### config.mk
export PLATFORM = sky130hd
export DESIGN_NAME = display_arbiter_flat
export DESIGN_NICKNAME = d
export VERILOG_FILES = /design/src/rtl/display_arbiter_if.sv /design/src/rtl/display_arbiter.sv /design/src/flat_wrapper.sv
export SDC_FILE = /design/constraint.sdc
export NUM_CORES = 1
export LEC_CHECK = 0
export CAP_MARGIN = 5
export CORE_ASPECT_RATIO = 1.4
export CORE_MARGIN = 8
export CORE_UTILIZATION = 43
export CTS_CLUSTER_SIZE = 24
export DETAILED_ROUTE_END_ITERATION = 6
export PLACE_DENSITY = 0.76
export SYNTH_ARGS = -nofsm -noshare
export SYNTH_HDL_FRONTEND = slang
export SYNTH_SLANG_ARGS = --single-unit
export TNS_END_PERCENT = 50
### constraint.sdc
create_clock -name clk -period 3.15 [get_ports clk]
set_clock_uncertainty 0.2 [all_clocks]
set_input_delay 0.63 -clock clk [delete_from_list [all_inputs] [get_ports clk]]
set_output_delay 0.63 -clock clk [all_outputs]
set_load 0.02 [all_outputs]
### src/rtl/display_arbiter_if.sv
// Display bus between the content sources and the arbiter: requests and words in,
// owner grant and the selected display word out.
interface display_arbiter_if #(
    parameter int unsigned NREQ = 3
);
    logic [NREQ-1:0]    req;
    logic [NREQ*24-1:0] req_data;
    logic [NREQ-1:0]    grant;
    logic [23:0]        disp;
    logic               disp_own;

    modport master (output req, req_data, input grant, disp, disp_own);
    modport slave  (input req, req_data, output grant, disp, disp_own);
endinterface

### src/rtl/display_arbiter.sv
// Round-robin owner of the 6-digit display bus with a minimum hold time per grant;
// shows IDLE_CODE when no source wants the display.
module display_arbiter #(
    parameter int unsigned NREQ        = 3,
    parameter int unsigned HOLD_CYCLES = 8,
    parameter int unsigned TIMER_W     = 4,
    parameter logic [23:0] IDLE_CODE   = 24'hDDDDDD
) (
    input  logic               clk,
    input  logic               reset,
    display_arbiter_if.slave   bus
);
    localparam int unsigned DW    = 24;
    localparam int unsigned IDX_W = (NREQ > 1) ? $clog2(NREQ) : 1;
    localparam logic [TIMER_W-1:0] HOLD_LOAD = TIMER_W'(HOLD_CYCLES - 1);

    typedef enum logic {S_IDLE, S_OWN} state_t;

    state_t             r_state, w_state_nxt;
    logic [NREQ-1:0]    r_grant, w_grant_nxt;
    logic [DW-1:0]      r_disp,  w_disp_nxt;
    logic               r_own,   w_own_nxt;
    logic [IDX_W-1:0]   r_last,  w_last_nxt;
    logic [TIMER_W-1:0] r_cnt,   w_cnt_nxt;

    logic [NREQ-1:0]    w_cand;
    logic               w_pick_vld;
    logic [IDX_W-1:0]   w_pick;
    logic [DW-1:0]      w_pick_data;
    logic [DW-1:0]      w_own_data;
    logic               w_own_req;

    function automatic logic [IDX_W-1:0] rr_idx(input logic [IDX_W-1:0] base,
                                                 input int unsigned k);
        return IDX_W'((32'(base) + k) % NREQ);
    endfunction

    // r_last always names the current owner while in S_OWN
    assign w_cand      = (r_state == S_OWN) ? (bus.req & ~r_grant) : bus.req;
    assign w_own_req   = |(bus.req & r_grant);
    assign w_own_data  = bus.req_data[DW*32'(r_last) +: DW];
    assign w_pick_data = bus.req_data[DW*32'(w_pick) +: DW];

    // Round-robin scan starting just after the previous winner
    always_comb begin
        w_pick_vld = 1'b0;
        w_pick     = '0;
        for (int unsigned k = 1; k <= NREQ; k++) begin
            if (!w_pick_vld && w_cand[rr_idx(r_last, k)]) begin
                w_pick_vld = 1'b1;
                w_pick     = rr_idx(r_last, k);
            end
        end
    end

    always_comb begin
        w_state_nxt = r_state;
        w_grant_nxt = r_grant;
        w_disp_nxt  = r_disp;
        w_own_nxt   = r_own;
        w_last_nxt  = r_last;
        w_cnt_nxt   = r_cnt;
        case (r_state)
            S_IDLE: begin
                if (w_pick_vld) begin
                    w_state_nxt = S_OWN;
                    w_grant_nxt = NREQ'(1) << w_pick;
                    w_last_nxt  = w_pick;
                    w_cnt_nxt   = HOLD_LOAD;
                    w_disp_nxt  = w_pick_data;
                    w_own_nxt   = 1'b1;
                end
            end
            S_OWN: begin
                if (r_cnt != '0) begin
                    w_cnt_nxt = r_cnt - TIMER_W'(1);
                    if (w_own_req) w_disp_nxt = w_own_data;
                end else if (w_pick_vld) begin
                    w_grant_nxt = NREQ'(1) << w_pick;
                    w_last_nxt  = w_pick;
                    w_cnt_nxt   = HOLD_LOAD;
                    w_disp_nxt  = w_pick_data;
                end else if (w_own_req) begin
                    w_disp_nxt = w_own_data;
                end else begin
                    w_state_nxt = S_IDLE;
                    w_grant_nxt = '0;
                    w_disp_nxt  = IDLE_CODE;
                    w_own_nxt   = 1'b0;
                end
            end
            default: w_state_nxt = S_IDLE;
        endcase
    end

    always_ff @(posedge clk or posedge reset) begin
        if (reset) begin
            r_state <= S_IDLE;
            r_grant <= '0;
            r_disp  <= IDLE_CODE;
            r_own   <= 1'b0;
            r_last  <= IDX_W'(NREQ - 1);
            r_cnt   <= '0;
        end else begin
            r_state <= w_state_nxt;
            r_grant <= w_grant_nxt;
            r_disp  <= w_disp_nxt;
            r_own   <= w_own_nxt;
            r_last  <= w_last_nxt;
            r_cnt   <= w_cnt_nxt;
        end
    end

    assign bus.grant    = r_grant;
    assign bus.disp     = r_disp;
    assign bus.disp_own = r_own;
endmodule

### src/flat_wrapper.sv
// flat-port wrapper written by rule: the top's interface ports become plain ports
module display_arbiter_flat 
#(
    parameter int unsigned NREQ        = 3,
    parameter int unsigned HOLD_CYCLES = 8,
    parameter int unsigned TIMER_W     = 4,
    parameter logic [23:0] IDLE_CODE   = 24'hDDDDDD
)
  (clk, reset, bus_req, bus_req_data, bus_grant, bus_disp, bus_disp_own);
  display_arbiter_if #(.NREQ(NREQ)) bus_i ();
  input  logic clk;
  input  logic reset;
  input wire logic [$bits(bus_i.req)-1:0] bus_req;
  input wire logic [$bits(bus_i.req_data)-1:0] bus_req_data;
  output wire logic [$bits(bus_i.grant)-1:0] bus_grant;
  output wire logic [$bits(bus_i.disp)-1:0] bus_disp;
  output wire logic [$bits(bus_i.disp_own)-1:0] bus_disp_own;
  assign bus_i.req = bus_req;
  assign bus_i.req_data = bus_req_data;
  assign bus_grant = bus_i.grant;
  assign bus_disp = bus_i.disp;
  assign bus_disp_own = bus_i.disp_own;
  display_arbiter #(.NREQ(NREQ), .HOLD_CYCLES(HOLD_CYCLES), .TIMER_W(TIMER_W), .IDLE_CODE(IDLE_CODE)) u_core (.clk(clk), .reset(reset), .bus(bus_i));
endmodule
Word-level counts from Yosys, hierarchy flattened
Index checks and enable logic that the tools add are counted.
{ "totals": {"mem_bits_rw": 0, "rom_bits": 0, "mem_count": 0, "word_cells": 80, "ff_bits": 35, "latch_bits": 0} }
{ "classes": {"eq_ne": 6, "shift": 3, "muxes": 40, "n_bitwise": 4, "div_mod_pow": 3, "n_reduce_logical": 9, "order_cmp": 3, "addsub": 4, "mul": 2} }
{ "ops": {"columns": ["op", "n"], "rows": [
  ["72-bit by 8-bit indexed part select with 24-bit output", 2],
  ["24-bit 2-to-1 mux", 5],
  ["32-bit by 2-bit remainder unit with 32-bit output (second input constant)", 3],
  ["24-bit case mux with 2 select lines", 1],
  ["3-bit 2-to-1 mux", 5],
  ["1-bit 2-to-1 mux", 14],
  ["2-bit 2-to-1 mux", 5],
  ["2-bit by 3-bit < comparator with 1-bit output (second input constant)", 3],
  ["2-bit by 2-bit multiplier with 4-bit output (first input constant)", 2],
  ["4-bit 2-to-1 mux", 2],
  ["4-bit case mux with 2 select lines", 1],
  ["2-bit by 2-bit adder with 3-bit output (second input constant)", 2],
  ["3-bit AND", 2],
  ["1-bit binary-select mux with 2-bit select", 3],
  ["2-bit inequality test (second input constant)", 3],
  ["3-bit inequality test (second input constant)", 2],
  ["3-bit case mux with 2 select lines", 1],
  ["1-bit case mux with 2 select lines", 2],
  ["2-bit case mux with 2 select lines", 1],
  ["4-bit AND reduction", 1],
  ["4-bit nonzero test", 1],
  ["4-bit by 1-bit subtractor with 4-bit output (second input constant)", 1],
  ["2-bit by 1-bit adder with 3-bit output (second input constant)", 1],
  ["3-bit NOT", 1],
  ["8 further kinds", 10]
]} }

Longest topological paths before layout
{ "logic_depth": {"word_depth": 17, "mapped_depth": 14, "ltp_nobuf": 9} }

Worst setup path after synthesis
Ideal clock, no wire load.
{ "synth_path": {"path_type": "reg2reg", "start": "reg u_core.r_last[0]", "end": "reg u_core.r_disp[18], in the netlist u_core.bus.disp[18]", "required_ps": 2866, "setup_ps": 84, "path_slack_ps": -51, "arrival_time_ps": 2917, "path_stages_with_launch": 15, "path_cell_list": "dfrtp_1 > buf_2 > buf_1 > inv_1 > ha_1 > buf_2 > nor2b_1 > o221ai_1 > a21o_1 > clkbuf_1 > a211oi_1 > buf_2 > a21o_1 > a22oi_1 > o21ai_1"} }
{ "synth_between": {"elab_chain_cells": 16, "elab_cells_between_ends": 34} }
{ "synth_rtl": {"columns": ["item", "line", "rtl"], "rows": [
  ["start: declaration", "display_arbiter.sv:23", "logic [IDX_W-1:0] r_last, w_last_nxt;"],
  ["start signal: assignment", "display_arbiter.sv:102", "r_last <= IDX_W'(NREQ - 1);"],
  ["start signal: assignment", "display_arbiter.sv:109", "r_last <= w_last_nxt;"],
  ["2-bit by 1-bit adder with 3-bit output", "display_arbiter.sv:35", "return IDX_W'((32'(base) + k) % NREQ);"],
  ["32-bit by 2-bit remainder unit with 32-bit output", "display_arbiter.sv:35", null],
  ["1-bit binary-select mux with 2-bit select", "display_arbiter.sv:49", "if (!w_pick_vld && w_cand[rr_idx(r_last, k)]) begin"],
  ["1-bit 2-to-1 mux (not written as such)", "display_arbiter.sv:49", null],
  ["1-bit 2-to-1 mux", "display_arbiter.sv:49", null],
  ["1-bit zero test", "display_arbiter.sv:49", null],
  ["1-bit logical AND", "display_arbiter.sv:49", null],
  ["1-bit 2-to-1 mux", "display_arbiter.sv:49", null],
  ["1-bit zero test", "display_arbiter.sv:49", null],
  ["1-bit logical AND", "display_arbiter.sv:49", null],
  ["2-bit 2-to-1 mux", "display_arbiter.sv:49", null],
  ["2-bit by 2-bit multiplier with 4-bit output", "display_arbiter.sv:42", "assign w_pick_data = bus.req_data[DW*32'(w_pick) +: DW];"],
  ["72-bit by 8-bit indexed part select with 24-bit output", "display_arbiter.sv:42", null],
  ["24-bit 2-to-1 mux", "display_arbiter.sv:78", "end else if (w_pick_vld) begin"],
  ["24-bit 2-to-1 mux", "display_arbiter.sv:75", "if (r_cnt != '0) begin"],
  ["24-bit case mux with 2 select lines", "display_arbiter.sv:63", "case (r_state)"],
  ["end signal: assignment", "display_arbiter.sv:107", "r_disp <= w_disp_nxt;"],
  ["end: declaration", "display_arbiter.sv:21", "logic [DW-1:0] r_disp, w_disp_nxt;"]
]} }
Parallel ways exist; a longest one is shown, timed or not. The select of a mux whose other input is x is not followed.
A chain may end at the register's enable or synchronous reset.

Worst setup path in the final report
{ "layout_path": {"start": "reg u_core.r_last[1]", "end": "reg u_core.r_disp[1], in the netlist u_core.bus.disp[1]"} }
The elaborated chain is that of the path after synthesis.

==> results.json <==
{
  "status": "completed",
  "htreeDepth": 2,
  "critPathKind": "flop to flop",
  "cts-resized-gates": 0,
  "fmaxAchievable_mhz": 334.9,
  "holdCritStartpoint": "u_core.r_cnt[0]$_DFF_PP0_",
  "tritoncts": "done",
  "nets": 554,
  "relSlewSlack_pct": 63.29,
  "synth_top_family_by_area": "compound AO/OA/AOI/OAI gates",
  "power_density_nw_per_um2": 1202,
  "min_path_cells": 1,
  "overflow": 0,
  "clk_pin_slew_worst_paths_ps": 80,
  "setup_viol": 0,
  "rows": 37,
  "fp.dieArea_sq_um": 10620,
  "clockBufferDepth": 2,
  "die_h_microns": 118.8,
  "root_buffer": "clkbuf_8",
  "yosys.area_share.simple_pct": 13.54,
  "clkLatencyLatePin_ps": 290,
  "yosysWarnings": 0,
  "grt_pass1_vias": 3651,
  "initial_utilization_pct": 44.34,
  "rr_endpoint": "u_core.bus.disp[1]$_DFFE_PP0P_",
  "antenna_left": 0,
  "io_pins": 105,
  "vias": 3318,
  "syn-mean-instance-area_sq_um": 8.934,
  "min_to": "u_core.r_cnt[0]$_DFF_PP0_",
  "tightestPinTransition_ps": 548.6,
  "hp-class": "flop to flop",
  "synth_top_area_cell": "dfstp_2",
  "reg2regPathDepth": 10,
  "cp_max_fo": 17,
  "finalHoldViolations": 0,
  "avgViaCountPerCell": 5.811,
  "drv_cap": 0,
  "clock-sinks": 35,
  "synth_xor_xnor_area_share_pct": 0.2701,
  "p_leak_uw": 0.001928,
  "multiInputGateArea_sq_um": 2178,
  "grtUsageTotal_pct": 19.86,
  "synth_fp_nets": 444,
  "period_share_pct": 94.80,
  "grt_pass1_wl_microns": 17100,
  "ys_types": 55,
  "gp_congestion": 0.8623,
  "fin_tns_setup_ps": 0,
  "seq_area_sq_um": 899.6,
  "r2r_slack_ps": 160,
  "dpl.hpwl_microns": 7795,
  "core_area_sq_um": 7315,
  "synthAdderAreaFrac_pct": 1.543,
  "wl_per_cell_microns": 17.81,
  "netlist_top_cells_area": "dfstp_2 15%, mux2i_1 14%, dfrtp_1 12%",
  "synth_area_sq_um": 3243,
  "grt_start_max_net_pins": 36,
  "ys_seq_area_share_pct": 27.74,
  "drv_slew": 0,
  "synthToLayoutAreaGrowth_pct": 41.47,
  "synth_most_common_cell": "nand2_1",
  "nFillCells": 649,
  "required_ps": 3140,
  "drive_above_1_share_pct": 19.83,
  "synth.top_cell.area_share_pct": 15.39,
  "synthArstFlopShare_pct": 100.0,
  "crit_arrival_ps": 2970,
  "worst_ir_drop_vdd_uv": 520.3,
  "synth_compound_area_share_pct": 34.18,
  "r2r_start": "u_core.r_last[1]$_DFFE_PP1P_",
  "syn_inst": 363,
  "drt_iter0_markers": 221,
  "rsz0062_at_grt": "no",
  "cts_hold_buf": 0,
  "port_buffers": 104,
  "post-route-min-period_ps": 2986,
  "crit_path_end_kind": "flop",
  "synth-seq-cells": 35,
  "drt_first_pass_iters": 5,
  "die_x_microns": 89.40,
  "antenna_found_initial": 0,
  "diodes": 0,
  "setup_slack_ps": 163.8,
  "cts_setup_buffers": 0,
  "cp-start-kind": "flop",
  "numCtsBuffers": 5,
  "netlist_top_cells_count": "54 x nand2_1, 44 x mux2i_1, 19 x dfstp_2, 19 x o21ai_0, 16 x dfrtp_1",
  "place_ws_ps": 2.261,
  "synth-edff-count": 0,
  "ys.flop_type": "dfstp_2",
  "routed_wl_microns": 10170,
  "remaining_drc_errors": 0,
  "synthMuxAreaShare_pct": 16.82
}
==> registers in the layout, summed over array words and instances (netlist names) <==
register,cells
u_core.r_cnt,4
u_core.r_state,1
u_core.bus.disp,24
u_core.r_last,2
u_core.bus.grant,3
u_core.bus.disp_own,1
==> worst max-delay path by stage <==
stage                                       to  cells after the start                          from
2_1_floorplan  u_core.bus.disp[10]$_DFFE_PP1P_                     13  u_core.r_last[1]$_DFFE_PP1P_
3_3_place_gp   u_core.bus.disp[21]$_DFFE_PP0P_                      9                    bus_req[0]
3_5_place_dp    u_core.bus.disp[1]$_DFFE_PP0P_                      9                    bus_req[0]
4_1_cts         u_core.bus.disp[1]$_DFFE_PP0P_                     10  u_core.r_last[1]$_DFFE_PP1P_
5_1_grt         u_core.bus.disp[1]$_DFFE_PP0P_                     10  u_core.r_last[1]$_DFFE_PP1P_
6_report        u_core.bus.disp[1]$_DFFE_PP0P_                     10  u_core.r_last[1]$_DFFE_PP1P_
==> where the power goes <==
part	total, uW	switching [uW]	internal [uW]
Combinational	4210	2240	1970
Clock	331	179	152
Sequential	975	187	788
==> per-layer routing <==
metal,share of wire (%),vias to the layer above,GRT usage (%)
met5,0,-,0
met4,3.3,0,9.195
met3,5.1,25,4.300
met2,52,108,35.26
met1,40,1597,21.30
li1,-,1588,-
==> per-stage QoR <==
stage	hold WS, ps	power, uW	area [sq um]	cells	utilization [%]
2_1_floorplan	258.9	3841	3244	363	-
3_3_place_gp	279.7	5075	4492	563	61.41
3_5_place_dp	299.7	5180	4492	563	61.41
4_1_cts	311.4	5525	4576	571	62.56
5_1_grt	331.7	5921	4588	571	62.73
6_report	310.3	5517	4588	571	62.73
==> cells in the final DEF (no fill, tap or decap), drive strengths merged, types with 6 or more instances in the layout <==
cell / n
clkdlybuf4s50: 104
nand2: 54
mux2i: 44
o21ai: 30
buf: 23
dfstp: 19
dfrtp: 16
nor2: 16
a21oi: 15
o211ai: 15
a21o: 14
nor3: 13
a22oi: 13
inv: 11
o22ai: 9
mux2: 9
a211oi: 6
o21a: 6
a311oi: 6
a221oi: 6
==> cell type report <==
cell class                 count  area share, %
clock buffer                   5          1.500
clock inverter                 3         0.3272
sequential                    35          19.61
multi-input combinational    293          47.48
timing repair buffer         127          27.54
tap                           97          2.645
inverter                      11         0.8999
==> cells by family after synthesis <==
kind of cell	after synthesis
adders and majority gates	4
muxes	53
DFF	35
AOI/OAI and AO/OA	136
buffers and inverters	35
and+or+nand+nor	99
xor gates and xnor gates	1
==> worst max-delay path, cell delays in order, from the launching register on <==
cell,delay (ps)
dfstp_2,550
inv_1,130
ha_4,240
mux2_4,230
a22oi_4,90
o32a_4,390
o41ai_4,350
buf_12,220
nand2_1,90
o21a_1,110
a311oi_1,260
Power figures use the tool's default switching activity.
